**config.mk**
```make
export PLATFORM = sky130hd
export DESIGN_NAME = step_dir_decoder
export DESIGN_NICKNAME = d
export VERILOG_FILES = /design/src/rtl/step_dir_decoder.sv
export SDC_FILE = /design/constraint.sdc
export NUM_CORES = 1
export LEC_CHECK = 0
export ABC_CLOCK_PERIOD_IN_PS = 2250
export CORE_ASPECT_RATIO = 1.2
export CORE_MARGIN = 4
export CORE_UTILIZATION = 40
export CTS_BUF_LIST = sky130_fd_sc_hd__clkbuf_2
export CTS_CLUSTER_DIAMETER = 30
export DETAILED_ROUTE_END_ITERATION = 16
export GPL_TIMING_DRIVEN = 1
export PLACE_DENSITY = 0.66
export SLEW_MARGIN = 10
export SYNTH_ARGS = -nofsm -noshare
export SYNTH_HDL_FRONTEND = slang
export SYNTH_SLANG_ARGS = --single-unit
```
**constraint.sdc**
```tcl
create_clock -name clk -period 2.25 [get_ports clk]
set_input_delay 0.225 -clock clk [delete_from_list [all_inputs] [get_ports clk]]
set_output_delay 0.225 -clock clk [all_outputs]
set_load 0.03 [all_outputs]
```
**src/rtl/step_dir_decoder.sv**
```systemverilog
// -----------------------------------------------------------------------------
// step_dir_decoder
//
// Receives an external step/dir command stream, synchronizes and edge-detects
// the step pin, tracks a wrapping position counter, measures the step period
// and flags direction-setup violations.
//
// Optional feature macro: STEP_DIR_DECODER_FILTER_EN
//   defined   -> synchronized step passes through a FILT_LEN-cycle glitch filter
//   undefined -> synchronized step feeds the edge detector directly
//
// Ports:
//   clk           in   system clock, all logic on posedge
//   rst           in   synchronous active-high reset
//   step_in       in   asynchronous step pin
//   dir_in        in   asynchronous direction pin (1 = count up)
//   en            in   position count enable
//   clr           in   synchronous clear of pos and dir_err
//   pos           out  POS_W position, two's complement, wraps
//   step_pulse    out  one-cycle strobe per accepted step rising edge
//   dir_out       out  synchronized direction
//   period        out  PER_W cycles between the last two accepted edges
//   period_valid  out  period holds a real measurement
//   dir_err       out  sticky direction-setup violation
// -----------------------------------------------------------------------------
module step_dir_decoder #(
    parameter int POS_W     = 16,
    parameter int PER_W     = 16,
    parameter int FILT_LEN  = 4,
    parameter int DIR_SETUP = 2
) (
    input  logic             clk,
    input  logic             rst,
    input  logic             step_in,
    input  logic             dir_in,
    input  logic             en,
    input  logic             clr,
    output logic [POS_W-1:0] pos,
    output logic             step_pulse,
    output logic             dir_out,
    output logic [PER_W-1:0] period,
    output logic             period_valid,
    output logic             dir_err
);

    localparam int               AGE_W   = $clog2(DIR_SETUP + 1);
    localparam logic [AGE_W-1:0] AGE_SAT = AGE_W'(DIR_SETUP);
    localparam logic [PER_W-1:0] PER_MAX = '1;

    if (FILT_LEN < 1 || DIR_SETUP < 1) begin : g_param_check
        $error("step_dir_decoder: FILT_LEN and DIR_SETUP must be >= 1");
    end

    logic             step_s1_q, step_s2_q, dir_s1_q, dir_s2_q;
    logic             step_cond;
    logic             step_prev_q;
    logic             step_edge;
    logic             step_pulse_q;
    logic [POS_W-1:0] pos_q, pos_d;
    logic [AGE_W-1:0] dir_age_q, dir_age_d;
    logic             dir_err_q, dir_err_d;
    logic [PER_W-1:0] cnt_q, cnt_d;
    logic [PER_W-1:0] period_q, period_d;
    logic             period_valid_q, period_valid_d;
    logic             seen_q, seen_d;

`ifdef STEP_DIR_DECODER_FILTER_EN
    localparam int FC_W = $clog2(FILT_LEN + 1);

    logic            filt_q, filt_d;
    logic [FC_W-1:0] filt_cnt_q, filt_cnt_d;

    // Output follows s2 only after FILT_LEN consecutive cycles of disagreement.
    always_comb begin
        filt_d     = filt_q;
        filt_cnt_d = '0;
        if (step_s2_q != filt_q) begin
            if (filt_cnt_q == FC_W'(FILT_LEN - 1)) begin
                filt_d = step_s2_q;
            end else begin
                filt_cnt_d = filt_cnt_q + FC_W'(1);
            end
        end
    end

    always_ff @(posedge clk) begin
        if (rst) begin
            filt_q     <= 1'b0;
            filt_cnt_q <= '0;
        end else begin
            filt_q     <= filt_d;
            filt_cnt_q <= filt_cnt_d;
        end
    end

    assign step_cond = filt_q;
`else
    assign step_cond = step_s2_q;
`endif

    assign step_edge = step_cond & ~step_prev_q;

    always_comb begin
        pos_d = pos_q;
        if (clr) begin
            pos_d = '0;
        end else if (step_edge && en) begin
            pos_d = dir_s2_q ? pos_q + POS_W'(1) : pos_q - POS_W'(1);
        end

        // Age restarts at the edge where dir_out is about to change.
        dir_age_d = dir_age_q;
        if (dir_s1_q != dir_s2_q) begin
            dir_age_d = '0;
        end else if (dir_age_q != AGE_SAT) begin
            dir_age_d = dir_age_q + AGE_W'(1);
        end

        dir_err_d = dir_err_q;
        if (clr) begin
            dir_err_d = 1'b0;
        end else if (step_edge && (dir_age_q < AGE_SAT)) begin
            dir_err_d = 1'b1;
        end

        // seen_q: one edge already observed since reset or the last stall,
        // so the next edge yields a real measurement.
        cnt_d          = cnt_q;
        period_d       = period_q;
        period_valid_d = period_valid_q;
        seen_d         = seen_q;
        if (step_edge) begin
            period_d       = (cnt_q == PER_MAX) ? PER_MAX : cnt_q + PER_W'(1);
            period_valid_d = seen_q && (cnt_q != PER_MAX);
            seen_d         = 1'b1;
            cnt_d          = '0;
        end else if (cnt_q == PER_MAX) begin
            period_d       = PER_MAX;
            period_valid_d = 1'b0;
            seen_d         = 1'b0;
        end else begin
            cnt_d = cnt_q + PER_W'(1);
        end
    end

    always_ff @(posedge clk) begin
        if (rst) begin
            step_s1_q      <= 1'b0;
            step_s2_q      <= 1'b0;
            dir_s1_q       <= 1'b0;
            dir_s2_q       <= 1'b0;
            step_prev_q    <= 1'b0;
            step_pulse_q   <= 1'b0;
            pos_q          <= '0;
            dir_age_q      <= '0;
            dir_err_q      <= 1'b0;
            cnt_q          <= '0;
            period_q       <= '0;
            period_valid_q <= 1'b0;
            seen_q         <= 1'b0;
        end else begin
            step_s1_q      <= step_in;
            step_s2_q      <= step_s1_q;
            dir_s1_q       <= dir_in;
            dir_s2_q       <= dir_s1_q;
            step_prev_q    <= step_cond;
            step_pulse_q   <= step_edge;
            pos_q          <= pos_d;
            dir_age_q      <= dir_age_d;
            dir_err_q      <= dir_err_d;
            cnt_q          <= cnt_d;
            period_q       <= period_d;
            period_valid_q <= period_valid_d;
            seen_q         <= seen_d;
        end
    end

    assign pos          = pos_q;
    assign step_pulse   = step_pulse_q;
    assign dir_out      = dir_s2_q;
    assign period       = period_q;
    assign period_valid = period_valid_q;
    assign dir_err      = dir_err_q;

endmodule

```
==> metrics.cfg, run 1 <==
[synth]
synth_mux_area_share_pct = 0.326
ys_ff_latch = 59
yosys.area_share.xor_xnor_pct = 5.71
synth_cell_types = 52
synth_fa_ha_area_share_pct = 7.17
synth_top_family_by_area = compound AO/OA/AOI/OAI gates
synth_warnings = 0
yosysSeqAreaShare_pct = 38.5
yosys.area_share.simple_pct = 21.6
synth_compound_area_share_pct = 23.0
synth-edff-count = 0
postSynthAreaPerCell_um2 = 8.46
synthCells = 363
synth_top_flop_cell = dfxtp_1
syn-num-nets = 386
syn-cell-area_um2 = 3070
synthArstFlopShare_pct = 0

[grt]
antenna_found_initial = 0
grt_overflow = 0
grt_max_degree = 31
track_usage_pct = 17.4
grt_pass1_wl_um = 12900
grt_pass1_vias = 2785

[setup_path]
r2r_slack_ns = 0.11
critical_path_class = flop to flop
critPathTopFamily = compound AO/OA/AOI/OAI gates
crit_required_ns = 2.65
end_kind = flop
max_stage_delay_ns = 0.41
cp.arrival_ns = 2.54
start_kind = flop
crit_path_start = dir_out
critPathBufInv = 2
crit_slowest_cell = ha_2
endpoint = pos[15]
cp.depth = 9
r2r_start = dir_out
r2r_end = pos[15]
r2r_cells = 9
crit_path_max_fanout = 7
worstPathCellList = inv_6 -> buf_12 -> ha_2 -> and4_1 -> o2111ai_1 -> a21oi_2 -> nor3_1 -> a2111oi_2 -> nand3_1

[power]
p_leak_nw = 1.51
vdd.ir_drop.worst_mv = 0.352
powerDensity_nw_per_um2 = 517
finalPower_w = 0.00202

[placement]
portBuffers = 41
globalplace.congestion = 0.916
dp_hpwl_um = 5450

[clock_tree]
cts_buffer_depth = 2
clk_pin_slew_worst_paths_ns = 0.19
cts_buffers = 9
cts_tree = yes
hold_buffers = 0
htree_levels = 3
cts_sinks = 59
clockRootBuffer = clkbuf_2
clk_latency_ns = 0.49

[timing]
worst_slew_pin_slew_ns = 0.571
clock_skew_ns = 0.0246
layout_min_cycle_time_ns = 2.14
slew_viol_final = 0
relSlewSlack_pct = 61.8
finalHoldViolCount = 0
setup_viol_count_final = 0
holdWs_ns = 0.275
setup_tns_ns = 0
period_share_pct = 95.1
timing.fmax_ghz = 0.468
rsz0062_at_grt = yes

[final_layout]
antennaDiodeCount = 0
drive_gt1_share_pct = 14.4
final_nets = 448
area_growth_pct = 27.0

[route]
first_iter_violations = 102
detail_route.vias_per_cell = 5.31
drt_wl_total_um = 7360
ant_nets = 0
wl_per_cell_um = 14.2
vias = 2762
drc_errors = 0
dr.pass1.iters = 4

[status]
status = finished, final reports clean

[floorplanning]
io_pins = 42
die_x_um = 88.0
start_util_pct = 41.7
fp-row-count = 34
core_area_um2 = 7360
die_height_um = 104
die_area_um2 = 9140

[min_path]
hold_path.class = input pin to flop

[run]
maxCapViolations = 0

==> routing by layer <==
metal | wire length [um] | track usage (%)
met1 | 3350 | 20.7
met2 | 3640 | 29.0
met3 | 231 | 4.28
met4 | 143 | 7.35
met5 | 0 | 0
==> worst min-delay path by stage <==
stage / cells after the start / startpoint / slack (ns) / endpoint
2_1_floorplan: 1 / dir_in / 0.35 / dir_s1_q
3_3_place_gp: 1 / step_s1_q / 0.43 / step_cond
3_5_place_dp: 1 / step_s1_q / 0.42 / step_cond
4_1_cts: 2 / step_in / 0.23 / step_s1_q
5_1_grt: 2 / step_in / 0.23 / step_s1_q
6_report: 2 / step_in / 0.27 / step_s1_q
==> worst reg2reg max path, cell delays in order, from the launching register on <==
cell       delay [ns]
dfxtp_4          0.40
inv_6            0.05
buf_12           0.13
ha_2             0.41
and4_1           0.21
o2111ai_1        0.12
a21oi_2          0.23
nor3_1           0.09
a2111oi_2        0.32
nand3_1          0.10
==> placed cells by master, fill, tap and decap left out, types with 13 or more instances in the layout <==
cell type	synthesis	layout
a21oi_1	47	44
buf_4	0	23
clkdlybuf4s50_1	0	41
dfxtp_1	59	58
nand2_1	27	27
nand3_1	17	17
nor2_1	30	30
nor3_1	13	13
o21a_1	13	13
o21ai_0	16	16
==> where the power goes <==
| group | total (W) | internal (W) | switching (W) |
|---|---|---|---|
| logic | 0.000352 | 0.000157 | 0.000195 |
| clock network | 0.000562 | 0.000139 | 0.000424 |
| registers | 0.00110 | 0.00108 | 0.0000221 |
==> cell usage after synthesis, types with 2 or more instances <==
cell,n,share of area [%]
a21o_1,7,1.7
xor2_1,10,2.9
nor2_1,30,3.7
nor4_1,2,0.41
nand4_1,3,0.61
o31ai_1,3,0.73
o21ai_1,6,0.98
nand2b_1,2,0.41
dfxtp_1,59,38
o21a_1,13,3.2
a211oi_1,5,1.2
nand3_1,17,2.8
buf_2,3,0.49
nand2_1,27,3.3
a221oi_1,3,0.86
nor2b_1,12,2.4
clkbuf_1,9,1.1
o2111ai_1,2,0.57
ha_1,16,6.5
nand3b_1,2,0.49
a31oi_1,3,0.61
nor3_1,13,2.1
and2_1,4,0.82
a21oi_1,47,7.7
inv_1,8,0.98
and3_1,7,1.4
o21ai_0,16,2.6
xnor2_1,10,2.9
==> registers in the layout, summed over array words and instances, names as in the netlist <==
register      count
seen_q            1
step_s1_q         1
step_cond         1
step_pulse        1
dir_age_q         2
dir_s1_q          1
dir_err           1
dir_out           1
period           16
period_valid      1
cnt_q            16
pos              16
step_prev_q       1
==> final cells by class <==
type	count	area, um2
clock buffer	9	45.0
clock inverter	7	43.8
fill	718	3460
inverter	8	35.0
multi-input combinational	281	1850
sequential	59	1180
tap	90	113
timing repair buffer	66	623
==> what timing repair did <==
action                                 4_1_cts  5_1_grt
endpoints found under the hold margin        0        0
setup endpoints to repair                    0        7
buffers inserted                             0        0
gates resized for setup                      0       12
==> stage by stage <==
stage	instances	worst slack, ns	util, %	cell area, um2
after global routing	520	-0.0163	53.0	3900
after detailed placement	504	0.0135	50.9	3740
after global placement	504	0.0385	50.9	3740
after floorplan	363	0.0177	-	3090
final	520	0.111	53.0	3900
after CTS	520	0.0124	52.1	3830
==> cell families (layout without fill, tap and decap cells) <==
family          Yosys count  count (layout)
xor+xnor                 20              20
mux                       1               1
fa+ha+maj                17              17
flops                    59              59
compound gates          114             114
simple gates            129             129
buf+inv                  23              90
(Power assumes the default switching activity.)
==> inputs of run 2 (changes only) <==
==> constraint.sdc (replaced) <==
create_clock -name clk -period 2.25 [get_ports clk]
set_input_delay 0.225 -clock clk [delete_from_list [all_inputs] [get_ports clk]]
set_output_delay 0.225 -clock clk [all_outputs]
set_load 0.005 [all_outputs]
==> run 2 against run 1 <==
  * Clock-buffer cell count did not move
  * Critical path type unchanged
  * Clock power fell by 5.0%
  * Non-clock buffer count grew 3
==> metrics.cfg, run 2 (synthesis results as in run 1) <==
[clock_tree]
clk_pin_slew_worst_paths_ns = 0.18  ; about the same
htree_levels = 3  ; unchanged
cts_tree = yes
cts_buffer_depth = 2  ; unchanged
clk_latency_ns = 0.48  ; about the same
clockRootBuffer = clkbuf_2
cts_buffers = 9  ; unchanged
cts_sinks = 59  ; unchanged

[route]
wl_per_cell_um = 14.4  ; +1.9%
vias = 2807  ; +1.6%
drc_errors = 0  ; unchanged
detail_route.vias_per_cell = 5.38  ; +1.2%
ant_nets = 0  ; unchanged
dr.pass1.iters = 4  ; unchanged
first_iter_violations = 101  ; -0.98%
drt_wl_total_um = 7530  ; +2.3%

[grt]
top_usage_layer = met2
grt_pass1_vias = 2734  ; -1.8%
grt_use_met3_pct = 4.20  ; -0.079 points
track_usage_pct = 17.2  ; -0.20 points
grtUsageMet1_pct = 22.3  ; +1.5 points
grt_use_met2_pct = 27.5  ; -1.5 points
grt_max_degree = 30  ; -3.2%
grt_pass1_wl_um = 12700  ; -1.5%
antenna_found_initial = 0  ; unchanged
grt_overflow = 0  ; unchanged

[final_layout]
fillers = 715  ; -0.42%
stdcell_count = 522  ; +0.38%
final_nets = 451  ; +0.67%
area_growth_pct = 27.7
fin_area_um2 = 3920  ; +0.58%
layout_commonest_cell = dfxtp_1
antennaDiodeCount = 0  ; unchanged
drive_gt1_share_pct = 15.3  ; +0.86 points
final_core_util_pct = 53.3  ; +0.31 points
mostFrequentLayoutCells = dfxtp_1 (58), a21oi_1 (44), clkdlybuf4s50_1 (41)

[timing]
slew_viol_final = 0  ; unchanged
worst_slew_pin_slew_ns = 0.568  ; -0.00312 ns
clock_skew_ns = 0.0127  ; -0.0119 ns
period_share_pct = 95.3  ; +0.27 points
setup_viol_count_final = 0  ; unchanged
layout_min_cycle_time_ns = 2.15  ; +0.00614 ns
timing.fmax_ghz = 0.466  ; -0.29%
setup_tns_ns = 0  ; unchanged
finalHoldViolCount = 0  ; unchanged
relSlewSlack_pct = 62.0  ; +0.21 points

[power]
p_int_w = 0.00137  ; -0.45%
p_clk_share_pct = 27.3  ; -0.6 points
finalPower_w = 0.00195  ; -3.0%
seqPwrFrac_pct = 56.4  ; +1.8 points
p_sw_w = 0.000586  ; -8.5%
powerDensity_nw_per_um2 = 499  ; -3.6%
p_leak_nw = 1.51  ; -0.32%
vdd.ir_drop.worst_mv = 0.354  ; +0.56%
p_comb_share_pct = 16.3  ; -1.2 points
swShare_pct = 30.0  ; -1.8 points

[min_path]
hold_path.class = input pin to flop
whs_path_depth = 2  ; unchanged

[floorplanning]
die_x_um = 88.0  ; unchanged
fp-row-count = 34  ; unchanged
start_util_pct = 41.7  ; unchanged
die_height_um = 104  ; unchanged
io_pins = 42  ; unchanged
core_area_um2 = 7360  ; unchanged
die_area_um2 = 9140  ; unchanged

[setup_path]
crit_path_max_fanout = 8  ; +1
crit_path_start = dir_out
r2r_end = pos[15]
r2r_cells = 8  ; -1
r2r_start = dir_out
cp.arrival_ns = 2.51  ; -0.03 ns
start_kind = flop
endpoint = pos[15]
r2r_slack_ns = 0.10  ; about the same
crit_required_ns = 2.62  ; -0.03 ns
critical_path_class = flop to flop
end_kind = flop

[status]
status = finished, final reports clean

[run]
maxCapViolations = 0  ; unchanged

[placement]
globalplace.congestion = 0.926  ; +1.1%
dp_hpwl_um = 5390  ; -1.1%
postPlaceCellArea_um2 = 3700  ; -1.1%
portBuffers = 41  ; unchanged
dp.cells = 504  ; unchanged

[run 2: cell types whose count changed in the layout (fill, tap and decap cells not counted), moves of 2 or more]
cell,delta
ha_4,+3
buf_4,+4
ha_1,-4
clkinvlp_4,-2
clkinv_1,+2
buf_12,-2
[run 2: worst min path at each step]
| stage | startpoint | endpoint | slack, ns |
|---|---|---|---|
| 2_1_floorplan | dir_in | dir_s1_q | 0.35 |
| 3_3_place_gp | step_s1_q | step_cond | 0.42 |
| 3_5_place_dp | step_s1_q | step_cond | 0.44 |
| 4_1_cts | step_in | step_s1_q | 0.24 |
| 5_1_grt | step_in | step_s1_q | 0.23 |
| 6_report | step_in | step_s1_q | 0.27 |
[run 2: power by group through the flow]
| stage | combinational, W | clock (W) | sequential (W) |
|---|---|---|---|
| floorplan | 0.000186 | 0 | 0.00112 |
| global placement | 0.000291 | 0 | 0.00112 |
| detailed placement | 0.000295 | 0 | 0.00112 |
| CTS | 0.000297 | 0.000554 | 0.00110 |
| global route | 0.000352 | 0.000598 | 0.00111 |
| finish | 0.000318 | 0.000534 | 0.00110 |
[run 2: worst max-delay path, cell delays in order, from the launching register on]
cell and delay (ns):
dfxtp_2 0.37, inv_4 0.12, ha_2 0.34, a21oi_2 0.18
o21ai_0 0.11, a221o_1 0.36, o21a_1 0.12, a2111oi_2 0.32
nand3_1 0.10
[run 2: final cells by class]
cell class	instances	area, um2	area share [%]
flip-flops and latches	59	1180	30.2
well taps	90	113	2.87
inverters	8	32.5	0.830
multi-input cells	281	1890	48.2
repair buffers	69	624	15.9
clock buffers	9	45.0	1.15
clock inverters	6	33.8	0.862
[run 2: timing repair]
item / 4_1_cts / 5_1_grt
setup endpoints to repair: 0 / 7
setup buffers: 0 / 3
resized for setup: 0 / 19
hold buffers: 0 / 0
[run 2: stage by stage]
step / hold WS [ns] / setup WS (ns)
floorplan: 0.353 / 0.0291
global placement: 0.417 / 0.0714
detailed placement: 0.438 / 0.0461
CTS: 0.236 / 0.000517
global route: 0.226 / -0.0116
finish: 0.275 / 0.105
[run 2: metal layers]
layer	part of all wire, %	vias up	routed length (um)
met5	0	-	0
met4	0.82	0	62
met2	49	61	3700
met3	4.5	6	341
met1	46	1303	3430
li1	-	1437	-
==> inputs of run 3 (changes only) <==
Settings changed: CORE_MARGIN 4 to 1, SLEW_MARGIN 10 to 20.
==> run 3 against run 2 <==
  * First-iteration DRC count increased by 23%
  * Final cell count unchanged
  * Critical path depth unchanged
  * Die area decreased by 12%
  * Clock skew increased by 0.011 ns
  * Setup slack got worse by 0.010 ns
  * Register-to-register slack about the same
  * Sequential share of layout area decreased by 0.12 points
  * Critical path type unchanged
==> metrics.cfg, run 3 (synthesis results as in run 1) <==
[timing]
holdWs_ns = 0.292  ; +0.0170 ns
layout_min_cycle_time_ns = 2.16  ; +0.0101 ns
setup_tns_ns = 0  ; unchanged
worst_slew_pin_slew_ns = 0.573  ; +0.00491 ns
setup_viol_count_final = 0  ; unchanged
rsz0062_at_grt = yes
finalHoldViolCount = 0  ; unchanged
slew_viol_final = 0  ; unchanged
period_share_pct = 95.8  ; +0.45 points
relSlewSlack_pct = 61.7  ; -0.33 points
timing.fmax_ghz = 0.464  ; -0.47%
clock_skew_ns = 0.0242  ; +0.0115 ns

[final_layout]
final_core_util_pct = 53.6  ; +0.37 points
mostFrequentLayoutCells = dfxtp_1 (57), a21oi_1 (42), clkdlybuf4s50_1 (41)
antennaDiodeCount = 0  ; unchanged
drive_gt1_share_pct = 16.9  ; +1.6 points
final_nets = 451  ; unchanged
area_growth_pct = 28.6
stdcell_count = 522  ; unchanged
fillers = 698  ; -2.4%
layout_commonest_cell = dfxtp_1

[setup_path]
cp.depth = 8  ; unchanged
critPathTopFamily = compound AO/OA/AOI/OAI gates
crit_required_ns = 2.63  ; about the same
r2r_start = dir_out
r2r_cells = 8  ; unchanged
end_kind = flop
start_kind = flop
critical_path_class = flop to flop
critPathBufInv = 1  ; unchanged
crit_slowest_cell = dfxtp_4
crit_path_start = dir_out
cp.arrival_ns = 2.53  ; +0.02 ns
worstPathCellList = inv_4 -> ha_4 -> nor2b_2 -> o31a_1 -> o311ai_4 -> a21oi_2 -> o21a_1 -> o31ai_1
crit_path_max_fanout = 5  ; -3
max_stage_delay_ns = 0.40  ; +0.03 ns

[route]
wl_per_cell_um = 14.1  ; -2.0%
first_iter_violations = 124  ; +23%
drt_wl_total_um = 7380  ; -2.0%
vias = 2824  ; +0.61%
detail_route.vias_per_cell = 5.41  ; +0.61%
drc_errors = 0  ; unchanged
ant_nets = 0  ; unchanged
dr.pass1.iters = 4  ; unchanged

[power]
p_leak_nw = 1.51  ; +0.20%
vdd.ir_drop.worst_mv = 0.312  ; -12%
powerDensity_nw_per_um2 = 493  ; -1.0%

[floorplanning]
io_pins = 42  ; unchanged
die_area_um2 = 8030  ; -12%
die_height_um = 98.0  ; -5.8%
core_area_um2 = 7360  ; unchanged
start_util_pct = 41.7  ; unchanged
die_x_um = 82.0  ; -6.8%
fp-row-count = 34  ; unchanged

[placement]
globalplace.congestion = 0.912  ; -1.5%
dp_hpwl_um = 5270  ; -2.2%
dp.cells = 501  ; -0.60%
portBuffers = 41  ; unchanged

[clock_tree]
cts_tree = yes
cts_sinks = 59  ; unchanged
clk_pin_slew_worst_paths_ns = 0.17  ; about the same
cts_buffer_depth = 2  ; unchanged
clk_latency_ns = 0.47  ; about the same
clockRootBuffer = clkbuf_2
cts_buffers = 9  ; unchanged
htree_levels = 3  ; unchanged

[min_path]
hold_path.class = input pin to flop
whs_path_depth = 2  ; unchanged
min_from = step_in

[grt]
grt_max_degree = 30  ; unchanged
grt_overflow = 0  ; unchanged
antenna_found_initial = 0  ; unchanged
grt_pass1_vias = 2729  ; -0.18%
grt_pass1_wl_um = 12200  ; -3.8%
track_usage_pct = 19.8  ; +2.6 points

[status]
status = finished, final reports clean

[run]
maxCapViolations = 0  ; unchanged

==> run 3: cell types whose count changed in the layout (fill, tap and decap cells not counted), sizes merged <==
cell / change
buf: -1
clkinvlp: +1
==> run 3: metal layers <==
metal / share of wire [%] / global-route usage (%) / up-vias
met2: 49 / 31.5 / 60
met1: 45 / 24.4 / 1310
met5: 0 / 0 / -
met4: 2.3 / 9.31 / 0
li1: - / - / 1440
met3: 3.7 / 5.23 / 14
==> run 3: path summary, 6_finish.rpt <==
| check | to | slack [ns] |
|---|---|---|
| setup / recovery | pos[14] | 0.09 |
| hold / removal | step_s1_q | 0.29 |
| setup reg to reg | pos[14] | 0.09 |
| hold reg to reg | step_cond | 0.46 |
==> run 3: final cells by class <==
type | instances | area, um2 | share of cell area (%)
Clock buffer | 9 | 45.0 | 1.14
Clock inverter | 6 | 33.8 | 0.856
Inverter | 8 | 35.0 | 0.887
Multi-Input combinational cell | 281 | 1920 | 48.5
Sequential cell | 59 | 1190 | 30.0
Tap cell | 90 | 113 | 2.85
Timing Repair Buffer | 68 | 613 | 15.5
Timing Repair inverter | 1 | 6.26 | 0.158
==> run 3: worst register-to-register path: cells and delay by family (launching register included) <==
| family | cells | cell delay [ns] |
|---|---|---|
| AOI/OAI and AO/OA | 5 | 1.19 |
| adders and majority gates | 1 | 0.22 |
| buffers and inverters | 1 | 0.11 |
| DFF | 1 | 0.40 |
| and+or+nand+nor | 1 | 0.16 |
==> run 3: stage by stage <==
stage	worst slack, ns	instance area (um2)	power (W)
6_report	0.0949	3950	0.00195
5_1_grt	-0.0353	3950	0.00207
4_1_cts	0.00832	3760	0.00195
3_5_place_dp	0.0151	3680	0.00142
3_3_place_gp	0.0642	3680	0.00141
2_1_floorplan	0.0291	3070	0.00131
==> run 3: power breakdown <==
group          internal (W)  total [W]  switching (W)
registers           0.00108    0.00110      0.0000253
clock network      0.000129   0.000521       0.000392
logic              0.000163   0.000323       0.000160
==> run 3: what timing repair did <==
| item | CTS | global route |
|---|---|---|
| setup buffers | 0 | 5 |
| pin swaps | 0 | 9 |
| gates cloned | 0 | 1 |
| resized for setup | 2 | 27 |
| setup endpoints to repair | 5 | 7 |
| endpoints found under the hold margin | 0 | 0 |
| hold buffers | 0 | 0 |
